### config.mk
export PLATFORM = sky130hd
export DESIGN_NAME = weight_loader
export DESIGN_NICKNAME = d
export VERILOG_FILES = /design/src/rtl/vTPU_pkg.sv /design/src/rtl/weight_extend.sv /design/src/rtl/weight_loader.sv
export SDC_FILE = /design/constraint.sdc
export NUM_CORES = 1
export LEC_CHECK = 0
export BUFFER_PORTS_ARGS = -buffer_cell sky130_fd_sc_hd__buf_2
export CORE_MARGIN = 2
export CORE_UTILIZATION = 40
export CTS_CLUSTER_SIZE = 40
export DETAILED_ROUTE_END_ITERATION = 10
export MAX_ROUTING_LAYER = met4
export PLACE_DENSITY = 0.75
export SLEW_MARGIN = 20
export SYNTH_ARGS = -nofsm -noshare
export SYNTH_HDL_FRONTEND = slang
export SYNTH_SLANG_ARGS = --single-unit
### constraint.sdc
create_clock -name clk -period 1.55 [get_ports clk]
set_clock_uncertainty 0.1 [all_clocks]
set_input_delay 0.31 -clock clk [delete_from_list [all_inputs] [get_ports clk]]
set_output_delay 0.31 -clock clk [all_outputs]
set_load 0.01 [all_outputs]
### src/rtl/vTPU_pkg.sv
// vTPU_pkg: shared types for the vTPU weight path.
//   BYTE_TYPE          - raw 8-bit weight as delivered upstream.
//   EXTENDED_BYTE_TYPE - 9-bit weight as consumed by the PE array.
//   wl_state_t         - weight_loader FSM states.
package vTPU_pkg;

  typedef logic [7:0] BYTE_TYPE;
  typedef logic [8:0] EXTENDED_BYTE_TYPE;

  typedef enum logic [1:0] {
    IDLE,
    FETCH,
    WAIT_SWAP,
    SWAP
  } wl_state_t;

endpackage

### src/rtl/weight_extend.sv
// weight_extend: widens one weight byte to EXTENDED_BYTE_TYPE.
//   in_byte  - raw weight byte
//   sign_ext - 1: replicate bit 7 into the extra bit, 0: zero-extend
//   out_byte - extended weight
import vTPU_pkg::*;

module weight_extend (
  input  BYTE_TYPE          in_byte,
  input  logic              sign_ext,
  output EXTENDED_BYTE_TYPE out_byte
);

  always_comb begin
    out_byte = {sign_ext & in_byte[7], in_byte};
  end

endmodule

### src/rtl/weight_loader.sv
// weight_loader: streams one MATRIX_WIDTH x MATRIX_WIDTH weight tile, row by
// row, into the PE preweight chain and then requests a preweight->weight swap.
//   clk, reset      - clock, synchronous active-high reset
//   start           - one-cycle tile request (ignored unless idle)
//   wt_signed       - tile signedness, latched with start
//   wt_valid/ready  - row-beat handshake, wt_data is one row
//   swap_allow      - array permits the swap this cycle
//   weight_output   - extended row driven to the column weight inputs
//   preload_weight  - preweight chain shift enable (one per accepted row)
//   load_weight     - one-cycle swap pulse
//   busy, done      - not-idle flag, one-cycle tile-complete pulse
// Build option: define WEIGHT_LOADER_SIGNED_EN to honour wt_signed
// (sign-extension); otherwise rows are always zero-extended.
import vTPU_pkg::*;

module weight_loader #(
  parameter int MATRIX_WIDTH = 8
) (
  input  logic                                 clk,
  input  logic                                 reset,
  input  logic                                 start,
  input  logic                                 wt_signed,
  input  logic                                 wt_valid,
  output logic                                 wt_ready,
  input  BYTE_TYPE          [MATRIX_WIDTH-1:0] wt_data,
  input  logic                                 swap_allow,
  output EXTENDED_BYTE_TYPE [MATRIX_WIDTH-1:0] weight_output,
  output logic                                 preload_weight,
  output logic                                 load_weight,
  output logic                                 busy,
  output logic                                 done
);

  localparam int CNT_W = $clog2(MATRIX_WIDTH) + 1;
  localparam logic [CNT_W-1:0] LAST_ROW = CNT_W'(MATRIX_WIDTH - 1);

`ifdef WEIGHT_LOADER_SIGNED_EN
  localparam bit SIGN_EN = 1'b1;
`else
  localparam bit SIGN_EN = 1'b0;
`endif

  wl_state_t                             state_q, state_d;
  logic [CNT_W-1:0]                      row_cnt_q, row_cnt_d;
  logic                                  signed_q, signed_d;
  logic                                  wt_ready_q, wt_ready_d;
  logic                                  preload_q, preload_d;
  logic                                  load_q, load_d;
  logic                                  busy_q, busy_d;
  logic                                  done_q, done_d;
  EXTENDED_BYTE_TYPE [MATRIX_WIDTH-1:0]  wout_q, wout_d;

  EXTENDED_BYTE_TYPE [MATRIX_WIDTH-1:0]  ext_row;
  logic                                  sign_ext;
  logic                                  accept;

  assign sign_ext = signed_q & SIGN_EN;
  // wt_ready_q is high exactly while in FETCH, so it doubles as the state qualifier.
  assign accept   = wt_valid & wt_ready_q;

  for (genvar i = 0; i < MATRIX_WIDTH; i++) begin : g_ext
    weight_extend u_ext (
      .in_byte  (wt_data[i]),
      .sign_ext (sign_ext),
      .out_byte (ext_row[i])
    );
  end

  always_comb begin
    state_d    = state_q;
    row_cnt_d  = row_cnt_q;
    signed_d   = signed_q;
    wt_ready_d = wt_ready_q;
    busy_d     = busy_q;
    load_d     = 1'b0;
    done_d     = 1'b0;
    // Each accepted beat appears on the chain exactly one cycle later.
    preload_d  = accept;
    wout_d     = accept ? ext_row : wout_q;

    unique case (state_q)
      IDLE: begin
        if (start) begin
          state_d    = FETCH;
          row_cnt_d  = '0;
          signed_d   = wt_signed;
          wt_ready_d = 1'b1;
          busy_d     = 1'b1;
        end
      end
      FETCH: begin
        if (accept) begin
          row_cnt_d = row_cnt_q + 1'b1;
          if (row_cnt_q == LAST_ROW) begin
            state_d    = WAIT_SWAP;
            wt_ready_d = 1'b0;
          end
        end
      end
      WAIT_SWAP: begin
        // Entering WAIT_SWAP coincides with the final preload, so the swap
        // pulse can never overlap a shift.
        if (swap_allow) begin
          state_d = SWAP;
          load_d  = 1'b1;
          done_d  = 1'b1;
        end
      end
      SWAP: begin
        state_d = IDLE;
        busy_d  = 1'b0;
      end
      default: state_d = IDLE;
    endcase
  end

  always_ff @(posedge clk) begin
    if (reset) begin
      state_q    <= IDLE;
      row_cnt_q  <= '0;
      signed_q   <= 1'b0;
      wt_ready_q <= 1'b0;
      preload_q  <= 1'b0;
      load_q     <= 1'b0;
      busy_q     <= 1'b0;
      done_q     <= 1'b0;
      wout_q     <= '0;
    end else begin
      state_q    <= state_d;
      row_cnt_q  <= row_cnt_d;
      signed_q   <= signed_d;
      wt_ready_q <= wt_ready_d;
      preload_q  <= preload_d;
      load_q     <= load_d;
      busy_q     <= busy_d;
      done_q     <= done_d;
      wout_q     <= wout_d;
    end
  end

  assign wt_ready       = wt_ready_q;
  assign preload_weight = preload_q;
  assign load_weight    = load_q;
  assign busy           = busy_q;
  assign done           = done_q;
  assign weight_output  = wout_q;

endmodule

# == Yosys cells after proc, flatten, opt, wreduce, memory -nomap -nowiden ==
# Index checks and enable logic that the tools add are counted.
# totals
reg_bits,74
input_bits,70
out_inout_bits,77
word_cells,47
# op_classes
add_sub_neg,1
n_eq_ne,8
muxes,14
bitwise,2
reduce_logical,8
# op_table
op,n
two-way mux 2 bit,4
two-way mux 4 bit,2
!= test 2 bit (second input constant),4
case mux 2 bit (4 select lines),1
case mux 4 bit (2 select lines),1
AND reduction 4 bit,2
adder 4 x 1 -> 4 bit (second input constant),1
equality test 2 bit (second input constant),2
equality test 4 x 3 -> 1 bit (second input constant),1
two-way mux 1 bit,4
case mux 1 bit (2 select lines),2
nonzero test 2 bit,2
AND reduction 3 bit,1
equality test 2 x 1 -> 1 bit (second input constant),1
zero test 2 bit,1
AND reduction 2 bit,1
OR reduction 2 bit,1
AND 1 bit,1
inverter 1 bit,1

# == Longest topological paths before layout ==
# depth
word_depth,4
depth_mapped,7
mapped_depth_nobuf,6

# == Modules after synthesis ==
# A second synthesis with hierarchy kept.
# hier_totals
cells_unflattened,449
area_unflattened_um2,3532.1
# by_module_without_submodules
module,n_inst,cells_each,area_per_inst_um2,seq_area_each_um2
weight_loader,1,377,3001.6,1641.6
weight_extend,8,9,66.3,0.0

# == Least setup slack after synthesis ==
# Ideal clock, no wire load.
# synth_timing
path_kind,register to register
startpoint,register state_q[0]
endpoint,register row_cnt_q[1]
setup_time_ps,128
arrival_ps,1313
required_time_ps,1322
slack_ps,9
path_stages_with_launch,7
n_path_buf,0
period_less_slack_ps,1541
cell_sequence,dfxtp_1 inv_1 ha_1 and2b_1 a211o_1 a22oi_1 nor2_1
# synth_via
elab_chain_cells,3
word_cells_on_any_way,7
classes_between,3 x eq/ne; 1 x mux; 3 x reduce/logical
# synth_rtl
element,line,text
start: declaration,weight_loader.sv:43,"wl_state_t state_q, state_d;"
start signal: assignment,weight_loader.sv:129,state_q <= state_d;
equality test 2 x 1 -> 1 bit / zero test 2 bit (equally long branches),--,
!= test 2 bit (no source line) / nonzero test 2 bit (equally long branches),--,
AND reduction 3 bit (no source line),--,
end signal: assignment,weight_loader.sv:130,row_cnt_q <= row_cnt_d;
end: declaration,weight_loader.sv:44,"logic [CNT_W-1:0] row_cnt_q, row_cnt_d;"
# Several ways; a longest one is shown, not always the timed one.
# A chain may end at the register's enable or synchronous reset.

# == Worst setup path in the final report ==
# Same ends and word-level chain as after synthesis.

==> out/metrics.yaml <==
cts:
  cts_buffers: 9
  root_buffer: "clkbuf_8"
  cts_max_level: 3
  worstSkewPairLatency_ns: 0.33
  clk_pin_slew_ns: 0.08
  cts_buffer_depth: 2
  post_cts_buffers: 0
  cts_tree: "built"
  cts_sinks: 74
  hold_buffers: 0
routing:
  drtAntennaViolNets: 0
  viasPerCell: 4.69
  firstDrtPassIters: 4
  totalWireLength_microns: 6350
  vias: 2657
  drcViolationCount: 0
  wl_per_cell_microns: 11.2
  dr.first_iter.drc_count: 66
final_layout:
  instances_no_fill: 567
  drive_gt1_share_pct: 35.7
  syn2layout_area_growth_pct: 36.9
  insertedDiodeCount: 0
  nNetsFinal: 558
  post-route-util_pct: 56.4
critical_path:
  reg2regPathDepth: 6
  reg2reg_from: "state_q[0]"
  reg2reg_to: "row_cnt_q[1]"
  criticalPathCategory: "flip-flop to flip-flop"
  cp_data_arrival_time_ns: 1.61
  cp-start-kind: "flip-flop"
  crit_path_end_kind: "flip-flop"
  cp_max_fo: 5
  crit_required_ns: 1.67
  r2r_slack_ns: 0.06
timing:
  hold_slack_ns: 0.109
  hold_viol_final: 0
  final_max_slew_viol_count: 0
  post-route-period-util_pct: 96.0
  period_needed_ns: 1.49
  setup_violations: 0
  fmax_mhz: 672
  fin_tns_setup_ns: 0
floorplanning:
  num_io_pins: 147
  rows: 30
  die_w_microns: 87.4
  dieArea_sq_mm: 0.00764
  core_sq_mm: 0.00676
  initial_core_util_pct: 41.2
  die_y_microns: 87.4
synth:
  ys.warnings.count: 0
  ys_seq_area_share_pct: 53.2
  synth_top_cell_by_area: "dfxtp_1"
  synth.distinct_cells: 25
  synth_ff_type: "dfxtp_1"
  yosysMostFrequentCell: "nand2_1"
  synth.area.top_cells: "dfxtp_1 (53%), nand2_1 (18%), a21oi_1 (12%)"
  syn_avg_cell_area_sq_um: 7.97
  netlist_area_sq_mm: 0.00278
  synth_top_cells_by_count: "nand2_1 (134), dfxtp_1 (74), a21oi_1 (68), buf_2 (13), buf_4 (11)"
  async_reset_ff_share_pct: 0
  ys_seq_elements: 74
  synth-edff-count: 0
  syn_inst: 349
  synth_top_area_share_pct: 53.2
placed_design:
  place_congestion: 0.754
  numPortBuffers: 137
  dpl.hpwl_microns: 4390
  dp.cells: 551
run:
  cap_viol_max_count: 0
min_path:
  hold_start: "wt_data[1]"
  worstHoldPathCells: 3
  min_to: "weight_output[1]"
  hold_path_class: "input pin to flip-flop"
outcome:
  outcome: "complete, no violations"
grt:
  first_global_vias: 2299
  antenna_found_initial: 0
  track_usage_pct: 16.6
  grt_max_degree: 42
  grt_overflow: 0
  grt_pass1_wl_microns: 9830
power:
  power_mw: 5.58
  powerDensity_mw_per_mm2: 1470
  power.leakage_nw: 1.77
  vdd_drop_max_mv: 0.745
-- worst max-delay path: stages (launching register included) --
cell and delay (ns):
dfxtp_4 0.38, inv_2 0.05, ha_4 0.15, and2b_1 0.16
a211o_1 0.31, a22oi_2 0.19, nor2_1 0.05
-- worst max-delay path by stage --
stage | start | to | slack (ns) | cells past startpoint
after floorplan | state_q[0] | row_cnt_q[1] | 0.009 | 6
after global placement | state_q[0] | row_cnt_q[1] | 0.04 | 6
after detailed placement | state_q[0] | row_cnt_q[3] | -0.04 | 7
after CTS | state_q[0] | row_cnt_q[1] | 0.003 | 6
after global routing | state_q[0] | row_cnt_q[1] | -0.04 | 7
final | state_q[0] | row_cnt_q[1] | 0.06 | 6
-- kinds of logic (layout without fill, tap and decap cells) --
group                    after synthesis  in the layout  share of synthesized area [%]
buffers and inverters                 34            165                           6.65
multiplexers                           2              2                          0.719
AND/OR/NAND/NOR                      156            156                           22.4
AO/OA/AOI/OAI                         76             76                           14.2
other                                  1              8                          0.135
adder cells (fa/ha/maj)                6              6                           2.70
flip-flops                            74             74                           53.2
-- placed cells by master (no fill, tap or decap), types with 2 or more instances in the layout --
cell type  count
nor2b_1        2
nor2_1         8
nand3_1        2
buf_2        137
clkinv_4       2
clkbuf_8       9
nand2_1      133
bufinv_16      3
nand2b_1       4
clkinv_2       2
conb_1         8
ha_4           2
buf_4          8
a31oi_1        2
a21oi_1       68
ha_1           4
dfxtp_1       72
o21a_1         2
mux2i_1        2
buf_12         2
-- state kept, by name (all words and copies together) (netlist names) --
register        count
weight_output      64
row_cnt_q           4
state_q             2
busy                1
done                1
preload_weight      1
wt_ready            1
-- area by class of cell --
cell class	count	area [sq um]
clock buffers	9	124
clock inverters	7	118
fillers	637	2950
inverters	2	10.0
multi-input cells	248	1180
flip-flops and latches	74	1490
well taps	80	100
repair buffers	147	786
-- repair_timing --
action                                  4_1_cts  5_1_grt
endpoints found under the setup margin        2        6
resized for setup                             4       10
hold endpoints to repair                      0        0
pin swaps                                     2        3
-- layer usage --
| layer | share of wire, % | GRT usage (%) |
|---|---|---|
| met5 | 0 | - |
| met4 | 1.4 | 6.71 |
| met3 | 7.4 | 4.17 |
| met2 | 47 | 27.1 |
| met1 | 44 | 19.4 |
-- power breakdown --
group / switching (mW) / leakage [nW] / internal, mW
Clock: 0.702 / 0.123 / 1.07
Sequential: 0.132 / 0.602 / 2.16
Combinational: 0.881 / 1.04 / 0.643
-- per-stage QoR --
step	setup WS (ns)	area, sq um
6_report	0.0620	3810
4_1_cts	0.00306	3770
3_5_place_dp	-0.0387	3520
3_3_place_gp	0.0392	3520
5_1_grt	-0.0422	3810
2_1_floorplan	0.00912	2810
Note: power is estimated with default switching activity, not from simulation.
